[config.mk]
export PLATFORM = sky130hd
export DESIGN_NAME = spi_mem_loader_flat
export DESIGN_NICKNAME = d
export VERILOG_FILES = /design/src/rtl/spi_mem_pkg.sv /design/src/rtl/spi_mem_loader_if.sv /design/src/rtl/spi_sync.sv /design/src/rtl/spi_mem_loader.sv /design/src/flat_wrapper.sv
export SDC_FILE = /design/constraint.sdc
export NUM_CORES = 1
export LEC_CHECK = 0
export BUFFER_PORTS_ARGS = -buffer_cell sky130_fd_sc_hd__buf_2
export CAP_MARGIN = 25
export CORE_ASPECT_RATIO = 0.6
export CORE_MARGIN = 1.5
export CORE_UTILIZATION = 55
export CTS_CLUSTER_DIAMETER = 80
export CTS_CLUSTER_SIZE = 25
export DETAILED_ROUTE_END_ITERATION = 12
export PLACE_DENSITY = 0.8
export REMOVE_ABC_BUFFERS = 1
export SETUP_SLACK_MARGIN = 0.02
export SYNTH_ARGS = -nofsm -noshare
export SYNTH_HDL_FRONTEND = slang
export SYNTH_SLANG_ARGS = --single-unit
[constraint.sdc]
create_clock -name clk -period 2.4 [get_ports clk]
set_input_delay 0.6 -clock clk [delete_from_list [all_inputs] [get_ports clk]]
set_output_delay 0.6 -clock clk [all_outputs]
set_load 0.02 [all_outputs]
[src/rtl/spi_mem_pkg.sv]
// Shared types and constants for the SPI-to-RAM loader.
// Latency: n/a (declarations only).
// Backpressure: n/a.
package spi_mem_pkg;

    typedef enum logic [2:0] {
        IDLE,
        CMD,
        WDATA,
        RISSUE,
        RCAP,
        RSHIFT,
        DONE
    } state_t;

    // Write/read selector inside the command byte
    localparam int CMD_W_BIT = 7;

    // Bit positions inside the RAM control byte
    localparam int LR_N_BIT = 7;
    localparam int CE_N_BIT = 6;

    // Pack strobes and address into the RAM control byte layout
    function automatic logic [7:0] ram_ctrl(input logic       lr_n,
                                            input logic       ce_n,
                                            input logic [5:0] addr);
        logic [7:0] c;
        c           = {2'b00, addr};
        c[LR_N_BIT] = lr_n;
        c[CE_N_BIT] = ce_n;
        return c;
    endfunction

endpackage

[src/rtl/spi_mem_loader_if.sv]
// RAM-side bus between the SPI loader (master) and the DFF RAM (slave).
// Latency: wires only; mem_ctrl is the packed control byte seen by the RAM.
// Backpressure: none; the RAM accepts one strobe per cycle.
interface spi_mem_loader_if #(
    parameter int ADDR_BITS = 4
);
    import spi_mem_pkg::*;

    logic [ADDR_BITS-1:0] mem_addr;
    logic                 mem_lr_n;
    logic                 mem_ce_n;
    logic [7:0]           mem_wdata;
    logic [7:0]           mem_rdata;
    logic [7:0]           mem_ctrl;

    // RAM control byte: {lr_n, ce_n, zero-extended address}
    assign mem_ctrl = ram_ctrl(mem_lr_n, mem_ce_n, 6'(mem_addr));

    modport master (
        output mem_addr, mem_lr_n, mem_ce_n, mem_wdata,
        input  mem_rdata
    );

    modport slave (
        input  mem_addr, mem_lr_n, mem_ce_n, mem_wdata, mem_ctrl,
        output mem_rdata
    );

endinterface

[src/rtl/spi_sync.sv]
// N-flop synchroniser with rise/fall pulses taken from the last two synchronised samples.
// Latency: N clk cycles to q; edge pulses one cycle wide, in the cycle q first shows the new level.
// Backpressure: none.
module spi_sync #(
    parameter int   N       = 2,
    parameter logic RST_VAL = 1'b0
) (
    input  logic clk,
    input  logic rst_n,
    input  logic d,
    output logic q,
    output logic rise,
    output logic fall
);

    logic [N-1:0] chain;
    logic         q_d;

    // Shift the asynchronous input through the chain and keep the previous synchronised sample
    always_ff @(posedge clk or negedge rst_n) begin
        if (!rst_n) begin
            chain <= {N{RST_VAL}};
            q_d   <= RST_VAL;
        end else begin
            chain <= {chain[N-2:0], d};
            q_d   <= chain[N-1];
        end
    end

    assign q    = chain[N-1];
    assign rise = q & ~q_d;
    assign fall = ~q & q_d;

endmodule

[src/rtl/spi_mem_loader.sv]
// SPI mode-0 slave turning command/data bytes into RAM write strobes and reads; SPI_MEM_BURST_EN enables auto-increment bursts.
// Latency: write strobe the cycle after the 8th synchronised rise; first MISO bit 3 clk after the command's 8th rise.
// Backpressure: none; host must keep sclk period >= 8 clk so every edge is seen and reads complete in time.
module spi_mem_loader
    import spi_mem_pkg::*;
#(
    parameter int RAM_BYTES   = 16,
    parameter int SYNC_STAGES = 2
) (
    input  logic              clk,
    input  logic              rst_n,
    input  logic              spi_sclk,
    input  logic              spi_cs_n,
    input  logic              spi_mosi,
    output logic              spi_miso,
    spi_mem_loader_if.master  mem,
    output logic              busy,
    output logic              frame_err
);

    // Address width must not exceed the 6 address bits of the RAM control byte
    localparam int                   ADDR_BITS = $clog2(RAM_BYTES);
    localparam logic [ADDR_BITS-1:0] LAST_ADDR = ADDR_BITS'(RAM_BYTES - 1);

    logic sclk_q, sclk_rise, sclk_fall;
    logic cs_q, cs_rise, cs_fall;
    logic mosi_q, mosi_rise, mosi_fall;
    logic unused_sync;

    spi_sync #(.N(SYNC_STAGES), .RST_VAL(1'b0)) u_sync_sclk (
        .clk(clk), .rst_n(rst_n), .d(spi_sclk),
        .q(sclk_q), .rise(sclk_rise), .fall(sclk_fall)
    );

    spi_sync #(.N(SYNC_STAGES), .RST_VAL(1'b1)) u_sync_cs (
        .clk(clk), .rst_n(rst_n), .d(spi_cs_n),
        .q(cs_q), .rise(cs_rise), .fall(cs_fall)
    );

    spi_sync #(.N(SYNC_STAGES), .RST_VAL(1'b0)) u_sync_mosi (
        .clk(clk), .rst_n(rst_n), .d(spi_mosi),
        .q(mosi_q), .rise(mosi_rise), .fall(mosi_fall)
    );

    // Only the sclk edge pulses and the mosi level matter here
    assign unused_sync = ^{sclk_q, mosi_rise, mosi_fall};

    assign busy = ~cs_q;

    logic [2:0] bit_cnt;
    logic [7:0] shift_in;
    logic [7:0] shift_out;
    logic       byte_done;
    logic [7:0] rx_byte;
    state_t     state;

    assign byte_done = sclk_rise & ~cs_q & (bit_cnt == 3'd7);
    assign rx_byte   = {shift_in[6:0], mosi_q};

    function automatic logic [ADDR_BITS-1:0] addr_inc(input logic [ADDR_BITS-1:0] a);
        return (a == LAST_ADDR) ? '0 : a + 1'b1;
    endfunction

    // Count sampled rises and assemble MSB-first bytes; deselect clears the partial byte
    always_ff @(posedge clk or negedge rst_n) begin
        if (!rst_n) begin
            bit_cnt  <= 3'd0;
            shift_in <= 8'h00;
        end else if (cs_q) begin
            bit_cnt  <= 3'd0;
        end else if (sclk_rise) begin
            bit_cnt  <= bit_cnt + 3'd1;
            shift_in <= rx_byte;
        end
    end

    // Frame FSM: command decode, write strobes, read issue/capture and MISO shifting
    always_ff @(posedge clk or negedge rst_n) begin
        if (!rst_n) begin
            state         <= IDLE;
            mem.mem_addr  <= '0;
            mem.mem_lr_n  <= 1'b1;
            mem.mem_ce_n  <= 1'b1;
            mem.mem_wdata <= 8'h00;
            spi_miso      <= 1'b0;
            shift_out     <= 8'h00;
            frame_err     <= 1'b0;
        end else begin
            // A deselect with bits pending means the host abandoned a byte
            frame_err <= cs_rise && (bit_cnt != 3'd0);

            if (cs_rise) begin
                state        <= IDLE;
                mem.mem_lr_n <= 1'b1;
                mem.mem_ce_n <= 1'b1;
                spi_miso     <= 1'b0;
            end else begin
                case (state)
                    IDLE: begin
                        if (cs_fall) state <= CMD;
                    end
                    CMD: begin
                        if (byte_done) begin
                            mem.mem_addr <= rx_byte[ADDR_BITS-1:0];
                            if (rx_byte[CMD_W_BIT]) begin
                                state <= WDATA;
                            end else begin
                                state        <= RISSUE;
                                mem.mem_ce_n <= 1'b0;
                            end
                        end
                    end
                    WDATA: begin
                        // Strobe lasts one cycle; the address moves on only after it
                        if (!mem.mem_lr_n) begin
                            mem.mem_lr_n <= 1'b1;
`ifdef SPI_MEM_BURST_EN
                            mem.mem_addr <= addr_inc(mem.mem_addr);
`endif
                        end
                        if (byte_done) begin
                            mem.mem_wdata <= rx_byte;
                            mem.mem_lr_n  <= 1'b0;
`ifndef SPI_MEM_BURST_EN
                            state         <= DONE;
`endif
                        end
                    end
                    RISSUE: begin
                        state <= RCAP;
                    end
                    RCAP: begin
                        mem.mem_ce_n <= 1'b1;
                        shift_out    <= mem.mem_rdata;
                        spi_miso     <= mem.mem_rdata[7];
                        state        <= RSHIFT;
                    end
                    RSHIFT: begin
                        if (byte_done) begin
                            spi_miso <= 1'b0;
`ifdef SPI_MEM_BURST_EN
                            mem.mem_addr <= addr_inc(mem.mem_addr);
                            mem.mem_ce_n <= 1'b0;
                            state        <= RISSUE;
`else
                            state        <= DONE;
`endif
                        end else if (sclk_fall && (bit_cnt != 3'd0)) begin
                            // The fall after a byte's last rise is skipped: MSB already presented
                            shift_out <= {shift_out[6:0], 1'b0};
                            spi_miso  <= shift_out[6];
                        end
                    end
                    DONE: begin
                        mem.mem_lr_n <= 1'b1;
                        mem.mem_ce_n <= 1'b1;
                        spi_miso     <= 1'b0;
                    end
                    default: begin
                        state <= IDLE;
                    end
                endcase
            end
        end
    end

endmodule

[src/flat_wrapper.sv]
// flat-port wrapper written by rule: the top's interface ports become plain ports
module spi_mem_loader_flat import spi_mem_pkg::*;
#(
    parameter int RAM_BYTES   = 16,
    parameter int SYNC_STAGES = 2
)
  (clk, rst_n, spi_sclk, spi_cs_n, spi_mosi, spi_miso, busy, frame_err, mem_mem_addr, mem_mem_lr_n, mem_mem_ce_n, mem_mem_wdata, mem_mem_rdata);
  spi_mem_loader_if #(.ADDR_BITS(4)) mem_i ();
  input  logic clk;
  input  logic rst_n;
  input  logic spi_sclk;
  input  logic spi_cs_n;
  input  logic spi_mosi;
  output logic spi_miso;
  output logic busy;
  output logic frame_err;
  output wire logic [$bits(mem_i.mem_addr)-1:0] mem_mem_addr;
  output wire logic [$bits(mem_i.mem_lr_n)-1:0] mem_mem_lr_n;
  output wire logic [$bits(mem_i.mem_ce_n)-1:0] mem_mem_ce_n;
  output wire logic [$bits(mem_i.mem_wdata)-1:0] mem_mem_wdata;
  input wire logic [$bits(mem_i.mem_rdata)-1:0] mem_mem_rdata;
  assign mem_mem_addr = mem_i.mem_addr;
  assign mem_mem_lr_n = mem_i.mem_lr_n;
  assign mem_mem_ce_n = mem_i.mem_ce_n;
  assign mem_mem_wdata = mem_i.mem_wdata;
  assign mem_i.mem_rdata = mem_mem_rdata;
  spi_mem_loader #(.RAM_BYTES(RAM_BYTES), .SYNC_STAGES(SYNC_STAGES)) u_core (.clk(clk), .rst_n(rst_n), .spi_sclk(spi_sclk), .spi_cs_n(spi_cs_n), .spi_mosi(spi_mosi), .spi_miso(spi_miso), .mem(mem_i), .busy(busy), .frame_err(frame_err));
endmodule
; Yosys cells after proc, flatten, opt, wreduce, memory -nomap -nowiden
; Index checks and enable logic that the tools add are counted.
[totals]
reg_bits = 44
in_bits = 13
[classes]
add_sub_neg = 1
n_eq_ne = 15
n_mux = 22
bitwise_logic = 11
n_reduce_logical = 18
[op_table]
columns = operator, n
row1 = $mux W3, 6
row2 = $pmux W3 S6, 1
row3 = $mux W7, 2
row4 = $pmux W7 S2, 1
row5 = $eq A3 B3 Y1 const B, 4
row6 = $mux W1, 9
row7 = $ne A3 B1 Y1 const B, 3
row8 = $reduce_and A3 Y1, 3
row9 = $reduce_bool A3 Y1, 3
row10 = $reduce_and A4 Y1, 2
row11 = $and A1 B1 Y1, 6
row12 = $eq A3 B2 Y1 const B, 2
row13 = $not A1 Y1, 5
row14 = $ne A2 B1 Y1 const B, 2
row15 = $ne A4 B1 Y1 const B, 1
row16 = $pmux W1 S2, 2
row17 = $reduce_and A2 Y1, 2
row18 = $reduce_bool A2 Y1, 2
row19 = $reduce_bool A4 Y1, 1
row20 = $reduce_or A2 Y1, 2
row21 = $add A3 B1 Y3 const B, 1
row22 = $eq A3 B1 Y1 const B, 1
row23 = $logic_not A3 Y1, 1
row24 = $ne A3 B2 Y1 const B, 1
row25 = 3 further kinds, 4

; Logic depth before layout (Yosys ltp)
[logic_depth]
word_depth = 7
depth_mapped = 7
depth_no_buf = 6

; By module
; Synthesis repeated with hierarchy kept, for this count alone.
[hier_totals]
hier_cells = 137
area_unflattened_um2 = 1921.8
[modules_own_cells]
columns = mod, n_inst, cells_each, area_each_um2, seq_area_each_um2
row1 = spi_mem_loader, 1, 122, 1647.8, 903.4
row2 = spi_sync at u_core.u_sync_mosi ..., 2, 5, 90.1, 75.1
row3 = spi_sync at u_core.u_sync_cs, 1, 5, 93.8, 78.8

; Worst setup path before layout
; Ideal clock, no wire load.
[synth_timing]
path_type = flip-flop to flip-flop
startpoint = register u_core.bit_cnt[0]
endpoint = register u_core.shift_out[1]
t_arrival_ns = 1.694
required_time_ns = 2.275
path_slack_ns = 0.581
path_stages_with_launch = 8
path_buffers = 1
period_less_slack_ns = 1.819
cell_sequence = dfrtp_1 -> inv_1 -> ha_1 -> nor2b_1 -> o31a_1 -> or3_1 -> buf_6 -> mux2_4
[synth_between]
elab_chain_cells = 4
elab_cells_between_ends = 7
classes_between = eq/ne (3) / bitwise (1) / reduce/logical (3)
[synth_rtl]
columns = item, line_no
row1 = "start, declared", spi_mem_loader.sv:50  ; logic [2:0] bit_cnt;
row2 = "start signal, assigned", spi_mem_loader.sv:72  ; bit_cnt <= bit_cnt + 3'd1;
row3 = $eq A3 B3 Y1 / $reduce_bool A3 Y1 (equally long branches), "spi_mem_loader.sv:57, spi_mem_loader.sv:148"
row4 = $and A1 B1 Y1 / $logic_and A1 B1 Y1 (equally long branches), "spi_mem_loader.sv:57, spi_mem_loader.sv:148"
row5 = $ne A2 B2 Y1 (no line) / $ne A2 B1 Y1 (equally long branches), -
row6 = $reduce_and A4 Y1 (no line) (*), -
row7 = "end signal, assigned", spi_mem_loader.sv:134  ; shift_out <= mem.mem_rdata;
row8 = "end signal, assigned", spi_mem_loader.sv:150  ; shift_out <= {shift_out[6:0], 1'b0};
row9 = "end, declared", spi_mem_loader.sv:52  ; logic [7:0] shift_out;
; Mark *: on every way between the ends. The rest lies on a longest branch, timed or not.
; A chain may end at the register's enable or synchronous reset.

; Final worst setup path
[layout_timing]
startpoint = register u_core.bit_cnt[0]
endpoint = register u_core.shift_out[3]
; Same word-level chain as after synthesis.

==> key figures <==
Outcome
  – Run status: completed

GRT
  – Initial antenna violation count: 0
  – Vias in the first global route: 1,026
  – Total track usage: 0.195
  – Pin count of the biggest net entering global routing: 25
  – First-pass GRT wire length: between 5000 and 6000 um
  – Grt ovf: 0

Setup path
  – WP data required: around 2.6 ns
  – CP cell instances: inv_1 -> ha_1 -> nor2b_1 -> o31a_1 -> or3_1 -> mux2_4
  – Startpoint class of the critical path: flip-flop
  – CP Max Fanout: 7
  – Arrival time worst endpoint: 2.18 ns
  – Reg-to-Reg Start: u_core.bit_cnt[0]
  – Critical Path End Type: flip-flop
  – Slowest stage delay, CP: 0.54 ns
  – Worst Setup Path Type: flip-flop to flip-flop
  – Worst Setup SP: u_core.bit_cnt[0]
  – CP max-delay cell: or3_1

Yosys
  – Synth Register Bits: 44
  – Sequential share of the synthesized area: 0.601
  – Cell variety after synth: 29
  – Mean Syn Cell Area: 13.9 um^2
  – Cells after Synth: 133
  – Syn. warnings: 0
  – Syn Std Cell Area: 1840 um^2

Timing
  – RSZ-0062 raised after global routing: no
  – Max-slew violation count: 0
  – Actual slew at the worst max-slew pin: 0.611 ns
  – Final setup violation count: 0
  – Layout Skew: about 0.0067 ns
  – Hold Fails Final Rpt: 0
  – Fmax: 502 MHz
  – Tcrit/Tclk final: 0.830
  – Min Tclk post-route: roughly 2.0 ns
  – Hold Slack: ~0.26 ns
  – Setup_tns: 0 ns
  – Rel. slew slack: 0.591

Floorplanning
  – I/O pin total: 30
  – Full die area: 3720 um^2
  – Rows: 16
  – Core area: 3220 um^2
  – Die Ht: between 40 and 50 um
  – Initial Util: 0.572
  – Die X: approximately 78 um

Drt
  – Routed Antenna Nets: 0
  – Initial DRC count: 123
  – Pre-antenna DRT Iters: 4
  – Drt wl/cell: 15.5 um
  – DRC Markers: 0
  – Vias/cell: 5.45
  – Post-Route WL: 3280 um
  – Vias: 1,155

Placed design
  – Final GP Congestion: 0.825
  – Port Buffer Count: 29
  – HPWL reported at the end of detailed placement: 2370 um

Power
  – PwrDens: 674 nW/um^2
  – Leak Pwr: roughly 1.1 nW
  – Total power after layout: 1.43 mW
  – Peak supply drop: between 0.4 and 0.5 mV

Cells and area
  – ANT cells: 0
  – Nets: approximately 180
  – Layout cell share with drive strength beyond 1: 0.443
  – Area Growth Syn to Fin: 15.0%

Clocking
  – H-Tree Level Count: 2
  – Reg clk slew, reported paths: 0.08 ns
  – CTS root buf: clkbuf_8
  – PostCTS Resize Cnt: 0
  – # Post-CTS Setup Buffers: 0
  – CTS Sinks: 44
  – Clk buf depth: 2
  – CTS Hold Bufs: 0
  – Worst-Skew Late Latency: 0.29 ns
  – CTS buffer count: 5
  – CTS tree: yes

Job
  – Max Cap Violations: 0

Hold path
  – Worst Hold Class: primary input to asynchronous set/reset pin
==> cell usage after synthesis, drive strengths merged <==
cell	count	area, um^2
o311ai	1	8.76
a32o	1	10.0
o31a	1	8.76
ha	3	37.5
nand2	6	22.5
and4bb	1	12.5
o21ai	5	25.0
o2bb2ai	1	8.76
dfrtp	39	976
mux2i	2	20.0
a221o	1	10.0
dfstp	5	131
mux2	31	372
o2111a	1	11.3
buf	4	26.3
and2b	1	7.51
nand4bb	1	16.3
nor2	9	33.8
and3	2	12.5
inv	7	26.3
nor3	1	5.00
xnor2	1	8.76
or3	1	6.26
a31oi	1	6.26
a21oi	3	15.0
nand2b	2	12.5
nor2b	2	12.5
==> critical path: cells and delay by family (launching register included) <==
family | cells | cell delay (ns)
DFF | 1 | 0.35
buffers and inverters | 1 | 0.07
muxes | 1 | 0.37
adders and majority gates | 1 | 0.18
and+or+nand+nor | 2 | 0.69
AOI/OAI and AO/OA | 1 | 0.23
==> final cells by class <==
type,instances,area [um^2]
Fill cell,258,1100
Sequential cell,44,1110
Tap cell,45,56.3
Clock inverter,1,5.00
Clock buffer,7,76.3
Multi-Input combinational cell,78,683
Timing Repair Buffer,30,165
Inverter,7,26.3
==> logic make-up after synthesis <==
| kind of cell | share of synthesized area |
|---|---|
| XOR/XNOR | 0.00475 |
| AO/OA/AOI/OAI | 0.0563 |
| adder cells (fa/ha/maj) | 0.0204 |
| flip-flops | 0.601 |
| buffers and inverters | 0.0285 |
| multiplexers | 0.212 |
| AND/OR/NAND/NOR | 0.0767 |
==> routing by layer <==
metal	GRT usage	up-vias	wire length, um
met5	0	-	0
met4	0.0982	0	51
met3	0.0514	5	184
met2	0.290	36	1450
met1	0.273	580	1600
li1	-	534	-
==> registers in the layout, indices dropped and copies added (netlist names) <==
register                  cells
u_core.bit_cnt                3
u_core.frame_err              1
u_core.mem.mem_addr           4
u_core.mem.mem_ce_n           1
u_core.mem.mem_lr_n           1
u_core.mem.mem_wdata          8
u_core.shift_in               7
u_core.shift_out              7
u_core.spi_miso               1
u_core.state                  3
u_core.u_sync_cs.chain        2
u_core.u_sync_cs.q_d          1
u_core.u_sync_mosi.chain      2
u_core.u_sync_sclk.chain      2
u_core.u_sync_sclk.q_d        1
==> cells in the final DEF (no fill, tap or decap), drive strengths merged <==
cell type / netlist / final
a21oi: 3 / 3
a221o: 1 / 1
a31oi: 1 / 1
a32o: 1 / 1
and2b: 1 / 1
and3: 2 / 2
and4bb: 1 / 1
buf: 4 / 30
clkbuf: 0 / 7
clkinv: 0 / 1
dfrtp: 39 / 39
dfstp: 5 / 5
ha: 3 / 3
inv: 7 / 7
mux2: 31 / 31
mux2i: 2 / 2
nand2: 6 / 6
nand2b: 2 / 2
nand4bb: 1 / 1
nor2: 9 / 9
nor2b: 2 / 2
nor3: 1 / 1
o2111a: 1 / 1
o21ai: 5 / 5
o2bb2ai: 1 / 1
o311ai: 1 / 1
o31a: 1 / 1
or3: 1 / 1
xnor2: 1 / 1
==> per-stage QoR <==
| step | cell area, um^2 | util | worst slack (ns) | cells |
|---|---|---|---|---|
| finish | 2120 | 0.658 | 0.407 | 212 |
| detailed placement | 2040 | 0.632 | 0.419 | 204 |
| global route | 2120 | 0.658 | 0.317 | 212 |
| CTS | 2120 | 0.658 | 0.406 | 212 |
| floorplan | 1820 | - | 0.528 | 129 |
| global placement | 2040 | 0.632 | 0.478 | 204 |
==> worst paths after layout <==
check | end | slack, ns | depth (start not counted)
worst max-delay path | u_core.shift_out[3] | 0.41 | 6
worst min-delay path | u_core.mem.mem_wdata[7] | 0.26 | 1
worst max register to register | u_core.shift_out[3] | 0.41 | 6
worst min register to register | u_core.u_sync_sclk.chain[1] | 0.35 | 0
max in group asynchronous | u_core.u_sync_cs.chain[1] | 1.56 | 2
min in group clk | u_core.u_sync_sclk.chain[1] | 0.35 | 0
==> power by group <==
part | internal (mW) | total (mW) | switching, mW | leakage (nW)
combinational | 0.0716 | 0.129 | 0.0579 | 0.468
sequential | 0.804 | 0.859 | 0.0554 | 0.572
clock | 0.204 | 0.439 | 0.235 | 0.0422
(Power assumes the default switching activity.)
